--- config.mk ---
export PLATFORM = sky130hd
export DESIGN_NAME = dmem_port_arbiter_flat
export DESIGN_NICKNAME = d
export VERILOG_FILES = /design/src/rtl/dmem_arb_pkg.sv /design/src/rtl/dmem_port_arbiter_if.sv /design/src/rtl/dmem_arb_rr2.sv /design/src/rtl/dmem_port_arbiter.sv /design/src/flat_wrapper.sv
export SDC_FILE = /design/constraint.sdc
export NUM_CORES = 1
export LEC_CHECK = 0
export CAP_MARGIN = 20
export CORE_AREA = 2 2 96 98
export DETAILED_ROUTE_END_ITERATION = 7
export DIE_AREA = 0 0 98 100
export GPL_ROUTABILITY_DRIVEN = 0
export PLACE_DENSITY = 0.8
export RECOVER_POWER = 100
export REMOVE_ABC_BUFFERS = 1
export SLEW_MARGIN = 20
export SYNTH_ARGS = -nofsm -noshare
export SYNTH_HDL_FRONTEND = slang
export SYNTH_SLANG_ARGS = --single-unit
--- constraint.sdc ---
create_clock -name clk -period 3.8 [get_ports clk]
set_input_delay 0.76 -clock clk [delete_from_list [all_inputs] [get_ports clk]]
set_output_delay 0.76 -clock clk [all_outputs]
set_load 0.03 [all_outputs]
--- src/rtl/dmem_arb_pkg.sv ---
// dmem_arb_pkg
// Shared types and constants for the RAM data-port arbiter.
//   lock_state_e : loader lock FSM states (SHARED, DRAIN, LOCKED)
//   owner_e      : port owner encoding (OWN_CPU=0, OWN_LD=1)
//   WORD_BYTES   : bytes per RAM word; WORD_OFF_BITS is the byte-offset width
//   wr_strobe()  : per-byte write strobes for a command
package dmem_arb_pkg;

    typedef enum logic [1:0] {
        SHARED = 2'd0,
        DRAIN  = 2'd1,
        LOCKED = 2'd2
    } lock_state_e;

    typedef enum logic {
        OWN_CPU = 1'b0,
        OWN_LD  = 1'b1
    } owner_e;

    localparam int unsigned WORD_BYTES    = 4;
    localparam int unsigned WORD_OFF_BITS = $clog2(WORD_BYTES);

    // Reads carry no strobes; writes strobe only the enabled bytes.
    function automatic logic [3:0] wr_strobe(input logic wr, input logic [3:0] be);
        return {4{wr}} & be;
    endfunction

endpackage

--- src/rtl/dmem_port_arbiter_if.sv ---
// dmem_port_arbiter_if
// Bundles the CPU command/response, loader command/response/lock and
// RAM data-port signals of the arbiter.
//   slave  : arbiter view (commands, ld_lock, mem_rdata in; ready,
//            responses, ld_locked and RAM address/strobes/data out)
//   master : environment view (CPU, loader and RAM side)
// Parameter ADDR_BITS: byte-address width of RAM space.
interface dmem_port_arbiter_if
    import dmem_arb_pkg::*;
#(
    parameter int unsigned ADDR_BITS = 11
) ();

    localparam int unsigned WORD_ADDR_BITS = ADDR_BITS - WORD_OFF_BITS;

    logic                      cpu_cmd_valid;
    logic                      cpu_cmd_ready;
    logic                      cpu_cmd_wr;
    logic [ADDR_BITS-1:0]      cpu_cmd_addr;
    logic [31:0]               cpu_cmd_wdata;
    logic [3:0]                cpu_cmd_be;
    logic                      cpu_rsp_valid;
    logic [31:0]               cpu_rsp_rdata;

    logic                      ld_cmd_valid;
    logic                      ld_cmd_ready;
    logic                      ld_cmd_wr;
    logic [ADDR_BITS-1:0]      ld_cmd_addr;
    logic [31:0]               ld_cmd_wdata;
    logic [3:0]                ld_cmd_be;
    logic                      ld_rsp_valid;
    logic [31:0]               ld_rsp_rdata;
    logic                      ld_lock;
    logic                      ld_locked;

    logic [WORD_ADDR_BITS-1:0] mem_addr;
    logic [3:0]                mem_wr;
    logic [31:0]               mem_wdata;
    logic [31:0]               mem_rdata;

    modport slave (
        input  cpu_cmd_valid, cpu_cmd_wr, cpu_cmd_addr, cpu_cmd_wdata, cpu_cmd_be,
        output cpu_cmd_ready, cpu_rsp_valid, cpu_rsp_rdata,
        input  ld_cmd_valid, ld_cmd_wr, ld_cmd_addr, ld_cmd_wdata, ld_cmd_be, ld_lock,
        output ld_cmd_ready, ld_rsp_valid, ld_rsp_rdata, ld_locked,
        output mem_addr, mem_wr, mem_wdata,
        input  mem_rdata
    );

    modport master (
        output cpu_cmd_valid, cpu_cmd_wr, cpu_cmd_addr, cpu_cmd_wdata, cpu_cmd_be,
        input  cpu_cmd_ready, cpu_rsp_valid, cpu_rsp_rdata,
        output ld_cmd_valid, ld_cmd_wr, ld_cmd_addr, ld_cmd_wdata, ld_cmd_be, ld_lock,
        input  ld_cmd_ready, ld_rsp_valid, ld_rsp_rdata, ld_locked,
        input  mem_addr, mem_wr, mem_wdata,
        output mem_rdata
    );

endinterface

--- src/rtl/dmem_arb_rr2.sv ---
// dmem_arb_rr2
// Two-input round-robin grant between CPU and loader.
//   clk, reset     : clock, asynchronous active-high reset
//   req_cpu_i      : CPU request
//   req_ld_i       : loader request
//   mask_cpu_i     : blocks the CPU request (lock FSM)
//   force_ld_i     : forces last_owner to LD (lock release)
//   gnt_cpu_o      : CPU granted (combinational)
//   gnt_ld_o       : loader granted (combinational)
// last_owner resets to LD so the CPU wins the first tie, and moves only
// when a grant is given (a grant always implies an accepted command).
module dmem_arb_rr2
    import dmem_arb_pkg::*;
(
    input  logic clk,
    input  logic reset,
    input  logic req_cpu_i,
    input  logic req_ld_i,
    input  logic mask_cpu_i,
    input  logic force_ld_i,
    output logic gnt_cpu_o,
    output logic gnt_ld_o
);

    owner_e last_owner_q;
    owner_e last_owner_d;
    logic   req_cpu_s;

    // Grant selection: a tie goes to whichever side did not own last.
    always_comb begin
        req_cpu_s = req_cpu_i & ~mask_cpu_i;
        gnt_cpu_o = 1'b0;
        gnt_ld_o  = 1'b0;
        if (req_cpu_s && req_ld_i) begin
            if (last_owner_q == OWN_CPU) begin
                gnt_ld_o = 1'b1;
            end else begin
                gnt_cpu_o = 1'b1;
            end
        end else if (req_cpu_s) begin
            gnt_cpu_o = 1'b1;
        end else if (req_ld_i) begin
            gnt_ld_o = 1'b1;
        end else begin
            gnt_cpu_o = 1'b0;
            gnt_ld_o  = 1'b0;
        end
    end

    // last_owner next state: release override, else follow the grant.
    always_comb begin
        last_owner_d = last_owner_q;
        if (force_ld_i) begin
            last_owner_d = OWN_LD;
        end else if (gnt_cpu_o) begin
            last_owner_d = OWN_CPU;
        end else if (gnt_ld_o) begin
            last_owner_d = OWN_LD;
        end else begin
            last_owner_d = last_owner_q;
        end
    end

    // last_owner register.
    always_ff @(posedge clk or posedge reset) begin
        if (reset) begin
            last_owner_q <= OWN_LD;
        end else begin
            last_owner_q <= last_owner_d;
        end
    end

endmodule

--- src/rtl/dmem_port_arbiter.sv ---
// dmem_port_arbiter
// Shares the single RAM data port between the CPU data bus and a host
// loader port. Round-robin by default; with the lock feature the loader
// can take the port exclusively after draining any CPU read response.
//   clk    : clock
//   reset  : asynchronous, active-high reset
//   bus    : dmem_port_arbiter_if.slave (CPU cmd/rsp, loader cmd/rsp/lock,
//            RAM address/strobes/write data out, RAM read data in)
// Macro DMEM_ARB_LOCK_EN: when defined, the SHARED/DRAIN/LOCKED lock FSM
// is built; otherwise ld_lock is ignored and ld_locked is tied low.
// Command phase is combinational: ready, mem_addr, mem_wr and mem_wdata
// follow the granted command in the same cycle; all of them are held at
// their reset values while reset is asserted.
module dmem_port_arbiter
    import dmem_arb_pkg::*;
#(
    parameter int unsigned ADDR_BITS = 11
) (
    input  logic                 clk,
    input  logic                 reset,
    dmem_port_arbiter_if.slave   bus
);

    localparam int unsigned WA = ADDR_BITS - WORD_OFF_BITS;

    logic          cpu_req_s;
    logic          ld_req_s;
    logic          gnt_cpu_s;
    logic          gnt_ld_s;
    logic          mask_cpu_s;
    logic          force_ld_s;
    logic          rd_acc_s;
    owner_e        acc_owner_s;
    logic [3:0]    mem_wr_s;
    logic [WA-1:0] mem_addr_d;
    logic [WA-1:0] mem_addr_q;
    logic [31:0]   mem_wdata_d;
    logic [31:0]   mem_wdata_q;
    logic          rsp_pending_q;
    owner_e        rsp_owner_q;
    logic          cpu_rsp_valid_s;
    logic          ld_rsp_valid_s;
    logic          unused_s;

    // Requests are suppressed during reset so no grant can leak out.
    assign cpu_req_s = bus.cpu_cmd_valid & ~reset;
    assign ld_req_s  = bus.ld_cmd_valid  & ~reset;

    dmem_arb_rr2 u_rr2 (
        .clk        (clk),
        .reset      (reset),
        .req_cpu_i  (cpu_req_s),
        .req_ld_i   (ld_req_s),
        .mask_cpu_i (mask_cpu_s),
        .force_ld_i (force_ld_s),
        .gnt_cpu_o  (gnt_cpu_s),
        .gnt_ld_o   (gnt_ld_s)
    );

    // RAM-side mux: granted command drives the port, otherwise hold.
    always_comb begin
        mem_addr_d  = mem_addr_q;
        mem_wdata_d = mem_wdata_q;
        mem_wr_s    = 4'b0000;
        rd_acc_s    = 1'b0;
        acc_owner_s = OWN_CPU;
        if (gnt_cpu_s) begin
            mem_addr_d  = bus.cpu_cmd_addr[ADDR_BITS-1:WORD_OFF_BITS];
            mem_wdata_d = bus.cpu_cmd_wdata;
            mem_wr_s    = wr_strobe(bus.cpu_cmd_wr, bus.cpu_cmd_be);
            rd_acc_s    = ~bus.cpu_cmd_wr;
            acc_owner_s = OWN_CPU;
        end else if (gnt_ld_s) begin
            mem_addr_d  = bus.ld_cmd_addr[ADDR_BITS-1:WORD_OFF_BITS];
            mem_wdata_d = bus.ld_cmd_wdata;
            mem_wr_s    = wr_strobe(bus.ld_cmd_wr, bus.ld_cmd_be);
            rd_acc_s    = ~bus.ld_cmd_wr;
            acc_owner_s = OWN_LD;
        end else begin
            mem_addr_d  = mem_addr_q;
            mem_wdata_d = mem_wdata_q;
        end
    end

    assign bus.cpu_cmd_ready = gnt_cpu_s;
    assign bus.ld_cmd_ready  = gnt_ld_s;
    assign bus.mem_addr      = mem_addr_d;
    assign bus.mem_wr        = mem_wr_s;
    assign bus.mem_wdata     = mem_wdata_d;

    // Held RAM address/data and read-response tracking registers.
    always_ff @(posedge clk or posedge reset) begin
        if (reset) begin
            mem_addr_q    <= {WA{1'b0}};
            mem_wdata_q   <= 32'h0000_0000;
            rsp_pending_q <= 1'b0;
            rsp_owner_q   <= OWN_CPU;
        end else begin
            mem_addr_q    <= mem_addr_d;
            mem_wdata_q   <= mem_wdata_d;
            rsp_pending_q <= rd_acc_s;
            rsp_owner_q   <= acc_owner_s;
        end
    end

    // Response routing: RAM data is only visible to the read's owner.
    assign cpu_rsp_valid_s   = rsp_pending_q & (rsp_owner_q == OWN_CPU);
    assign ld_rsp_valid_s    = rsp_pending_q & (rsp_owner_q == OWN_LD);
    assign bus.cpu_rsp_valid = cpu_rsp_valid_s;
    assign bus.ld_rsp_valid  = ld_rsp_valid_s;
    assign bus.cpu_rsp_rdata = cpu_rsp_valid_s ? bus.mem_rdata : 32'h0000_0000;
    assign bus.ld_rsp_rdata  = ld_rsp_valid_s  ? bus.mem_rdata : 32'h0000_0000;

`ifdef DMEM_ARB_LOCK_EN
    lock_state_e state_q;
    lock_state_e state_d;
    logic        locked_s;

    // Lock FSM next state. The CPU is blocked as soon as DRAIN is entered;
    // LOCKED waits until no CPU read response is still in flight.
    always_comb begin
        state_d    = state_q;
        mask_cpu_s = 1'b0;
        force_ld_s = 1'b0;
        locked_s   = 1'b0;
        case (state_q)
            SHARED: begin
                if (bus.ld_lock) begin
                    state_d = DRAIN;
                end else begin
                    state_d = SHARED;
                end
            end
            DRAIN: begin
                mask_cpu_s = 1'b1;
                if (!bus.ld_lock) begin
                    state_d = SHARED;
                end else if (!cpu_rsp_valid_s) begin
                    state_d = LOCKED;
                end else begin
                    state_d = DRAIN;
                end
            end
            LOCKED: begin
                mask_cpu_s = 1'b1;
                locked_s   = 1'b1;
                if (!bus.ld_lock) begin
                    state_d    = SHARED;
                    force_ld_s = 1'b1;
                end else begin
                    state_d = LOCKED;
                end
            end
            default: begin
                state_d = SHARED;
            end
        endcase
    end

    // Lock FSM state register.
    always_ff @(posedge clk or posedge reset) begin
        if (reset) begin
            state_q <= SHARED;
        end else begin
            state_q <= state_d;
        end
    end

    assign bus.ld_locked = locked_s;
    assign unused_s      = ^{bus.cpu_cmd_addr[WORD_OFF_BITS-1:0],
                             bus.ld_cmd_addr[WORD_OFF_BITS-1:0]};
`else
    assign mask_cpu_s    = 1'b0;
    assign force_ld_s    = 1'b0;
    assign bus.ld_locked = 1'b0;
    assign unused_s      = ^{bus.cpu_cmd_addr[WORD_OFF_BITS-1:0],
                             bus.ld_cmd_addr[WORD_OFF_BITS-1:0], bus.ld_lock};
`endif

endmodule
--- src/flat_wrapper.sv ---
// flat-port wrapper written by rule: the top's interface ports become plain ports
module dmem_port_arbiter_flat import dmem_arb_pkg::*;
#(
    parameter int unsigned ADDR_BITS = 11
)
  (clk, reset, bus_cpu_cmd_valid, bus_cpu_cmd_wr, bus_cpu_cmd_addr, bus_cpu_cmd_wdata, bus_cpu_cmd_be, bus_cpu_cmd_ready, bus_cpu_rsp_valid, bus_cpu_rsp_rdata, bus_ld_cmd_valid, bus_ld_cmd_wr, bus_ld_cmd_addr, bus_ld_cmd_wdata, bus_ld_cmd_be, bus_ld_lock, bus_ld_cmd_ready, bus_ld_rsp_valid, bus_ld_rsp_rdata, bus_ld_locked, bus_mem_addr, bus_mem_wr, bus_mem_wdata, bus_mem_rdata);
  dmem_port_arbiter_if #(.ADDR_BITS(ADDR_BITS)) bus_i ();
  input  logic clk;
  input  logic reset;
  input wire logic [$bits(bus_i.cpu_cmd_valid)-1:0] bus_cpu_cmd_valid;
  input wire logic [$bits(bus_i.cpu_cmd_wr)-1:0] bus_cpu_cmd_wr;
  input wire logic [$bits(bus_i.cpu_cmd_addr)-1:0] bus_cpu_cmd_addr;
  input wire logic [$bits(bus_i.cpu_cmd_wdata)-1:0] bus_cpu_cmd_wdata;
  input wire logic [$bits(bus_i.cpu_cmd_be)-1:0] bus_cpu_cmd_be;
  output wire logic [$bits(bus_i.cpu_cmd_ready)-1:0] bus_cpu_cmd_ready;
  output wire logic [$bits(bus_i.cpu_rsp_valid)-1:0] bus_cpu_rsp_valid;
  output wire logic [$bits(bus_i.cpu_rsp_rdata)-1:0] bus_cpu_rsp_rdata;
  input wire logic [$bits(bus_i.ld_cmd_valid)-1:0] bus_ld_cmd_valid;
  input wire logic [$bits(bus_i.ld_cmd_wr)-1:0] bus_ld_cmd_wr;
  input wire logic [$bits(bus_i.ld_cmd_addr)-1:0] bus_ld_cmd_addr;
  input wire logic [$bits(bus_i.ld_cmd_wdata)-1:0] bus_ld_cmd_wdata;
  input wire logic [$bits(bus_i.ld_cmd_be)-1:0] bus_ld_cmd_be;
  input wire logic [$bits(bus_i.ld_lock)-1:0] bus_ld_lock;
  output wire logic [$bits(bus_i.ld_cmd_ready)-1:0] bus_ld_cmd_ready;
  output wire logic [$bits(bus_i.ld_rsp_valid)-1:0] bus_ld_rsp_valid;
  output wire logic [$bits(bus_i.ld_rsp_rdata)-1:0] bus_ld_rsp_rdata;
  output wire logic [$bits(bus_i.ld_locked)-1:0] bus_ld_locked;
  output wire logic [$bits(bus_i.mem_addr)-1:0] bus_mem_addr;
  output wire logic [$bits(bus_i.mem_wr)-1:0] bus_mem_wr;
  output wire logic [$bits(bus_i.mem_wdata)-1:0] bus_mem_wdata;
  input wire logic [$bits(bus_i.mem_rdata)-1:0] bus_mem_rdata;
  assign bus_i.cpu_cmd_valid = bus_cpu_cmd_valid;
  assign bus_i.cpu_cmd_wr = bus_cpu_cmd_wr;
  assign bus_i.cpu_cmd_addr = bus_cpu_cmd_addr;
  assign bus_i.cpu_cmd_wdata = bus_cpu_cmd_wdata;
  assign bus_i.cpu_cmd_be = bus_cpu_cmd_be;
  assign bus_cpu_cmd_ready = bus_i.cpu_cmd_ready;
  assign bus_cpu_rsp_valid = bus_i.cpu_rsp_valid;
  assign bus_cpu_rsp_rdata = bus_i.cpu_rsp_rdata;
  assign bus_i.ld_cmd_valid = bus_ld_cmd_valid;
  assign bus_i.ld_cmd_wr = bus_ld_cmd_wr;
  assign bus_i.ld_cmd_addr = bus_ld_cmd_addr;
  assign bus_i.ld_cmd_wdata = bus_ld_cmd_wdata;
  assign bus_i.ld_cmd_be = bus_ld_cmd_be;
  assign bus_i.ld_lock = bus_ld_lock;
  assign bus_ld_cmd_ready = bus_i.ld_cmd_ready;
  assign bus_ld_rsp_valid = bus_i.ld_rsp_valid;
  assign bus_ld_rsp_rdata = bus_i.ld_rsp_rdata;
  assign bus_ld_locked = bus_i.ld_locked;
  assign bus_mem_addr = bus_i.mem_addr;
  assign bus_mem_wr = bus_i.mem_wr;
  assign bus_mem_wdata = bus_i.mem_wdata;
  assign bus_i.mem_rdata = bus_mem_rdata;
  dmem_port_arbiter #(.ADDR_BITS(ADDR_BITS)) u_core (.clk(clk), .reset(reset), .bus(bus_i));
endmodule
==> results of run 1 <==
-- what timing repair did --
item | in CTS | in global routing
endpoints found under the setup margin | 0 | 9
setup buffers | 0 | 0
gates resized for setup | 0 | 9
-- tightest hold or removal path: cells and delay by family (launching register included) --
family | cells | cell delay [ps]
flip-flops | 1 | 400
AO/OA/AOI/OAI | 1 | 70
AND/OR/NAND/NOR | 1 | 50
-- metrics by stage --
step | util, % | hold slack [ps] | cells
after global routing | 59.4 | 564 | 666
after floorplan | - | 478 | 294
after CTS | 60.2 | 530 | 666
after global placement | 59.0 | 507 | 658
after detailed placement | 59.0 | 518 | 658
final | 59.4 | 529 | 666
-- power by group --
group	switching [mW]	total, mW	internal, mW
combinational	0.526	0.901	0.376
sequential	0.0292	0.593	0.564
clock	0.157	0.354	0.197
total	0.712	1.85	1.14
-- how the worst min path moves through the flow --
stage	from	endpoint	slack, ps	depth (start not counted)
3_5_place_dp	u_core.u_rr2.last_owner_q	u_core.u_rr2.last_owner_q	520	2
5_1_grt	u_core.u_rr2.last_owner_q	u_core.u_rr2.last_owner_q	560	2
2_1_floorplan	u_core.u_rr2.last_owner_q	u_core.u_rr2.last_owner_q	480	2
3_3_place_gp	u_core.u_rr2.last_owner_q	u_core.u_rr2.last_owner_q	510	2
4_1_cts	u_core.u_rr2.last_owner_q	u_core.u_rr2.last_owner_q	530	2
6_report	u_core.u_rr2.last_owner_q	u_core.u_rr2.last_owner_q	530	2
-- cell type report --
type / count / area share, %
multi-input combinational: 248 / 27.1
sequential: 44 / 20.9
inverter: 2 / 0.142
timing repair buffer: 253 / 47.2
clock buffer: 7 / 1.45
tap: 111 / 2.63
clock inverter: 1 / 0.569
-- flip-flops by register name (all words and copies together), names as in the netlist --
register	count
u_core.mem_wdata_q	32
u_core.mem_addr_q	9
u_core.rsp_owner_q	1
u_core.rsp_pending_q	1
u_core.u_rr2.last_owner_q	1
-- placed cells by master (no fill, tap or decap), types with 2 or more instances in the layout --
cell type        instances
o21ai_0                 37
buf_4                    7
nand3_1                 41
and2_1                  34
buf_12                   5
dfrtp_1                 43
clkbuf_8                 5
a32o_1                   4
nor3_1                  41
nor2_1                   2
a31oi_1                 40
nor2b_4                  2
o21ai_1                  5
nand2_1                  2
and3_1                  33
clkbuf_1                13
dlygate4sd3_1           79
clkdlybuf4s50_1        150
-- cells by family after synthesis --
kind of cell,Yosys count,synth area share [%]
compound gates,88,19.3
buf+inv,46,8.38
flops,44,39.9
other cells,1,0.136
simple gates,159,32.2
-- layer usage --
layer	global-route usage (%)	wire length, µm	part of all wire, %	vias up
met2	41.0	5960	51	186
met5	0	0	0	-
met1	27.2	4520	39	1616
li1	-	-	-	1662
met3	6.41	969	8.3	18
met4	6.62	212	1.8	0
==> summary.txt, run 1 <==
GRT
  • Largest net degree at the start of global routing: 46
  • First-pass GRT wire length: between 15000 and 20000 µm
  • Tot GR Track Use: a little under a quarter
  • Total grt overflow: 0
  • Antenna violations before repair: 1
  • Vias in the first global route: approximately 3500

Synthesis
  • #FFs+latches synth: 44
  • Mapped Area: about 0.0028 mm²
  • Count of cell types in the netlist: 26
  • Synth top area share: between 30% and 40%
  • Syn Area/Cell: approximately 8.2 µm²
  • Count leader, synth: dfrtp_1
  • Most frequent cells after synthesis: dfrtp_1 (43), nand3_1 (41), nor3_1 (41), a31oi_1 (38), o21ai_0 (37)
  • EDFF count, synth: 0
  • Yosys top cell by area: dfrtp_1
  • Seq/Total Area, Yosys: between 30% and 40%
  • Post-synth ARST share: 100%
  • Main synth FF type: dfrtp_1
  • Synth warn: 0
  • Area contributors post-synth: dfrtp_1 (39%), a31oi_1 (8.6%), and2_1 (7.7%)
  • Mapped Cells: ~340

Drt
  • Routed wire length: around 12000 µm
  • Via count: about 3500
  • Routed Antenna Nets: 0
  • 1st-iter DRT viols: around 190
  • Drt pass-1 iters: 4
  • Vias/cell: 5.23
  • DRC viols: 0
  • WL/cell: approximately 18 µm

Timing
  • Final hold vios: 0
  • Slew headroom: -11.2%
  • Clk_skew: ~13 ps
  • Period utilization: a little over nine tenths
  • Max Slew Vio Count: 45
  • Setup violators final: 0
  • Final Worst Setup Slack: approximately 98 ps
  • Slew @ Worst Pin: 1670 ps
  • Highest Clock Rate: 270 MHz
  • RSZ-0062 raised after global routing: false
  • Final min period: between 3000 and 4000 ps
  • Setup TNS Final: 0 ps

Power
  • Power per cell area: about 350 mW/mm²
  • Pwr Total: 1.85 mW
  • Total leakage power: about 2.3 nW
  • VDD IR-drop max: roughly 0.3 mV

Critical path
  • R2R Path Start: u_core.u_rr2.last_owner_q
  • Worst path bufs/invs: 3
  • Worst r2r path cells: 4
  • Crit path to: bus_mem_wdata[28]
  • Type of the worst setup path: in2out
  • R2r setup slk: 2290 ps
  • CP startpoint: reset
  • Worst path max stage delay: 720 ps
  • Worst setup SP type: input port
  • Crit path max-delay family: buffers and inverters
  • Crit path max-delay cell type: clkdlybuf4s50_1
  • Critical Path Stages: 6
  • CP Data Required Time: 3040 ps
  • Worst path most repeated cell: clkdlybuf4s50_1
  • CP endpoint kind: output port
  • Crit path cell chain: clkdlybuf4s50_1, nand2b_4, or2_0, buf_4, a31oi_1, clkdlybuf4s50_1
  • Reg2reg end: u_core.mem_wdata_q[28]
  • CP max FO: 32
  • Crit path DAT: 2940 ps

Worst hold path
  • Min-delay worst type: reg2reg

Clock tree
  • CTS Buf Count: 5
  • Hold_buf cts: 0
  • Clock-pin slew on the worst setup and hold paths: ~90 ps
  • Clk buf depth: 2
  • H-tree levels: 2
  • Clock sinks: between 40 and 50
  • Clk_lat worst skew: between 200 and 300 ps
  • Root buffer cell: clkbuf_8
  • CTS tree: yes

Die
  • Number of core rows: 35
  • Die X: slightly below 100 µm
  • Starting Density: roughly 31%
  • Die area: ~0.0098 mm²
  • Ports: ~250
  • CORE AREA: 0.00889 mm²
  • Die height: around 100 µm

Finish
  • Register area: between 0.001 and 0.0015 mm²
  • Post-route cell area: about 0.0053 mm²
  • Antenna cell count: 0
  • # nets final: 687
  • Fraction of layout instances using a drive strength above 1: 4.50%
  • FILL cells: between 700 and 800
  • Multi-input gate area: 0.00143 mm²
  • Syn-to-layout area delta: 91.1%

Place
  • Placed Area: ~0.0052 mm²
  • DP Wirelength: between 8000 and 9000 µm
  • # port buffers: between 200 and 250
  • Placement Setup Slack: 73.3 ps

Run status
  • Outcome: finished, violations left
  • Failing checks: max-capacitance violations, max-slew violations

Run
  • Max-cap violations: 1
Note: power is estimated with default switching activity, not from simulation.
==> inputs of run 2 (changes only) <==
--- a/config.mk
+++ b/config.mk
@@ -13,6 +13,7 @@
 export PLACE_DENSITY = 0.8
 export RECOVER_POWER = 100
 export REMOVE_ABC_BUFFERS = 1
+export SETUP_SLACK_MARGIN = 0.2
 export SLEW_MARGIN = 20
 export SYNTH_ARGS = -nofsm -noshare
 export SYNTH_HDL_FRONTEND = slang
==> run 2 against run 1 <==
- the flow still finishes with violations (max-capacitance violations, max-slew violations)
- critical endpoint is now bus_mem_addr[5]
- wire length decreased by 0.22%
- sequential cell count unchanged
- critical path depth unchanged
- non-clock buffer count unchanged
==> summary.txt, run 2 (synthesis gave the netlist of run 1 again) <==
Run status
  • Outcome: finished, violations left (unchanged)
  • Failing checks: max-capacitance violations, max-slew violations (unchanged)

Finish
  • Fraction of layout instances using a drive strength above 1: 4.14% (was 4.50%)
  • Most common cell after layout, fill and taps aside: clkdlybuf4s50_1 (unchanged)
  • Biggest regs: u_core.mem_wdata_q x32, u_core.mem_addr_q x9 (unchanged)
  • Largest register FFs: 32 (unchanged)
  • Syn-to-layout area delta: 88.9% (was 91.1%)
  • Post-layout util: 58.7% (was 59.4%)
  • Post-route non-filler standard cell count: 666 (unchanged)
  • Most flop-heavy register: u_core.mem_wdata_q (unchanged)
  • Commonest non-fill, non-tap cells in the layout: clkdlybuf4s50_1 (128), dlygate4sd3_1 (67), dfrtp_1 (43) (was clkdlybuf4s50_1 (150), dlygate4sd3_1 (79), dfrtp_1 (43))
  • Antenna cell count: 0 (unchanged)
  • # nets final: 687 (unchanged)
  • Post-route cell area: 0.00522 mm² (was 0.00528 mm²)

Worst hold path
  • Min-delay worst type: reg2reg (unchanged)
  • Worst Hold End: u_core.u_rr2.last_owner_q (unchanged)
  • Min-Delay Path Depth: 2 (unchanged)
  • Hold path startpoint: u_core.u_rr2.last_owner_q (unchanged)

Clock tree
  • Clk buf depth: 2 (unchanged)
  • H-tree levels: 2 (unchanged)
  • Clock sinks: 44 (unchanged)
  • Clock-pin slew on the worst setup and hold paths: 80 ps (was 90 ps)
  • Clk_lat worst skew: 290 ps (about the same)
  • Root buffer cell: clkbuf_8 (unchanged)
  • CTS Buf Count: 5 (unchanged)
  • CTS tree: yes (unchanged)

Power
  • Switch share: 39.3% (was 38.5%)
  • Clock power share: 19.6% (was 19.1%)
  • Int Pwr: 1.10 mW (was 1.14 mW)
  • Pwr Total: 1.80 mW (was 1.85 mW)
  • Net switching power: 709 µW (was 712 µW)
  • Flop pwr share: 32.9% (was 32.1%)
  • Power per cell area: 346 mW/mm² (was 350 mW/mm²)
  • VDD IR-drop max: 0.304 mV (was 0.305 mV)
  • Comb power frac: 47.5% (was 48.8%)
  • Total leakage power: 2.31 nW (was 2.29 nW)

Die
  • Starting Density: 31.1% (unchanged)
  • Ports: 247 (unchanged)
  • Number of core rows: 35 (unchanged)
  • CORE AREA: 0.00889 mm² (unchanged)
  • Die area: 0.00980 mm² (unchanged)
  • Die X: 98 µm (unchanged)
  • Die height: 100 µm (unchanged)

Timing
  • Max Slew Vio Count: 45 (unchanged)
  • Clk_skew: 11.3 ps (was 12.9 ps)
  • Final Worst Setup Slack: 240 ps (was 98.0 ps)
  • Period utilization: 93.7% (was 97.4%)
  • Highest Clock Rate: 281 MHz (was 270 MHz)
  • Slew @ Worst Pin: 1660 ps (was 1670 ps)
  • Slew headroom: -10.6% (was -11.2%)
  • RSZ-0062 raised after global routing: false (unchanged)
  • Setup violators final: 0 (unchanged)
  • Final min period: 3560 ps (was 3700 ps)
  • Final hold vios: 0 (unchanged)
  • Setup TNS Final: 0 ps (unchanged)
  • Fin Hold WS: 527 ps (was 529 ps)

GRT
  • Total grt overflow: 0 (unchanged)
  • Antenna violations before repair: 1 (unchanged)
  • Tot GR Track Use: 23.0% (about the same)
  • Met1 usage: 27.1% (was 27.2%)
  • M3 GR Usage: 6.20% (was 6.41%)
  • Largest net degree at the start of global routing: 46 (unchanged)
  • First-pass GRT wire length: 18300 µm (about the same)
  • Vias in the first global route: 3450 (was 3463)
  • Met2 GRT Util: 41.2% (was 41.0%)
  • Layer with the highest usage: met2 (unchanged)

Critical path
  • Type of the worst setup path: in2out (unchanged)
  • R2R Path Start: u_core.u_rr2.last_owner_q (unchanged)
  • Worst r2r path cells: 4 (unchanged)
  • Crit path DAT: 2800 ps (was 2940 ps)
  • CP Data Required Time: 3040 ps (about the same)
  • Reg2reg end: u_core.mem_wdata_q[28] (unchanged)
  • CP endpoint kind: output port (unchanged)
  • Worst setup SP type: input port (unchanged)
  • CP max FO: 32 (unchanged)
  • R2r setup slk: 2310 ps (was 2290 ps)

Drt
  • Routed Antenna Nets: 0 (unchanged)
  • Routed wire length: 11600 µm (was 11700 µm)
  • Drt pass-1 iters: 4 (unchanged)
  • 1st-iter DRT viols: 192 (was 186)
  • Vias/cell: 5.20 (was 5.23)
  • Via count: 3465 (was 3482)
  • WL/cell: 17.5 µm (about the same)
  • DRC viols: 0 (unchanged)

Place
  • Placement Setup Slack: 73.3 ps (unchanged)
  • Placed Area: 0.00525 mm² (unchanged)
  • DP Wirelength: 8630 µm (unchanged)
  • # port buffers: 240 (unchanged)
  • Cells after DPL: 658 (unchanged)

Run
  • Max-cap violations: 1 (unchanged)
-- run 2: cell types whose count changed in the layout (fill, tap and decap cells not counted), sizes merged --
| cell | delta |
|---|---|
| dlygate4sd2 | +33 |
| dlygate4sd3 | -12 |
| clkbuf | +1 |
| clkdlybuf4s50 | -22 |
-- run 2: cell type report --
type                    count  area, µm²
fillers                   815       3670
repair buffers            253       2440
multi-input cells         248       1420
flip-flops and latches     44       1100
well taps                 111        139
clock buffers               7       76.3
clock inverters             1       30.0
inverters                   2       7.51
-- run 2: power groups by stage --
| stage | clock network [mW] | logic (mW) | registers (mW) |
|---|---|---|---|
| 6_report | 0.353 | 0.857 | 0.593 |
| 3_3_place_gp | 0 | 0.944 | 0.597 |
| 3_5_place_dp | 0 | 0.953 | 0.602 |
| 4_1_cts | 0.362 | 0.901 | 0.593 |
| 2_1_floorplan | 0 | 0.474 | 0.595 |
| 5_1_grt | 0.390 | 0.916 | 0.605 |
-- run 2: worst max-delay path by stage --
| stage | start | to | slack, ps |
|---|---|---|---|
| 3_5_place_dp | reset | bus_mem_wdata[12] | 70 |
| 3_3_place_gp | reset | bus_mem_addr[5] | 130 |
| 5_1_grt | reset | bus_mem_wdata[12] | 140 |
| 4_1_cts | reset | bus_mem_wdata[5] | 200 |
| 2_1_floorplan | bus_ld_cmd_valid | bus_mem_wr[0] | -740 |
| 6_report | reset | bus_mem_addr[5] | 240 |
-- run 2: worst max-delay path, stage by stage --
cell	delay [ps]
dlygate4sd3_1	610
nand2b_1	210
or2_1	250
buf_4	250
a31oi_1	240
dlygate4sd2_1	460
-- run 2: per-layer routing --
layer	share of wire, %	routed length (µm)
met2	51	5880
met1	39	4490
met5	0	0
met4	2.1	246
met3	8.7	1010
-- run 2: timing repair --
action,in CTS,in global routing
endpoints found under the setup margin,33,10
hold buffers,0,0
gates resized for setup,33,10
setup buffers,0,0
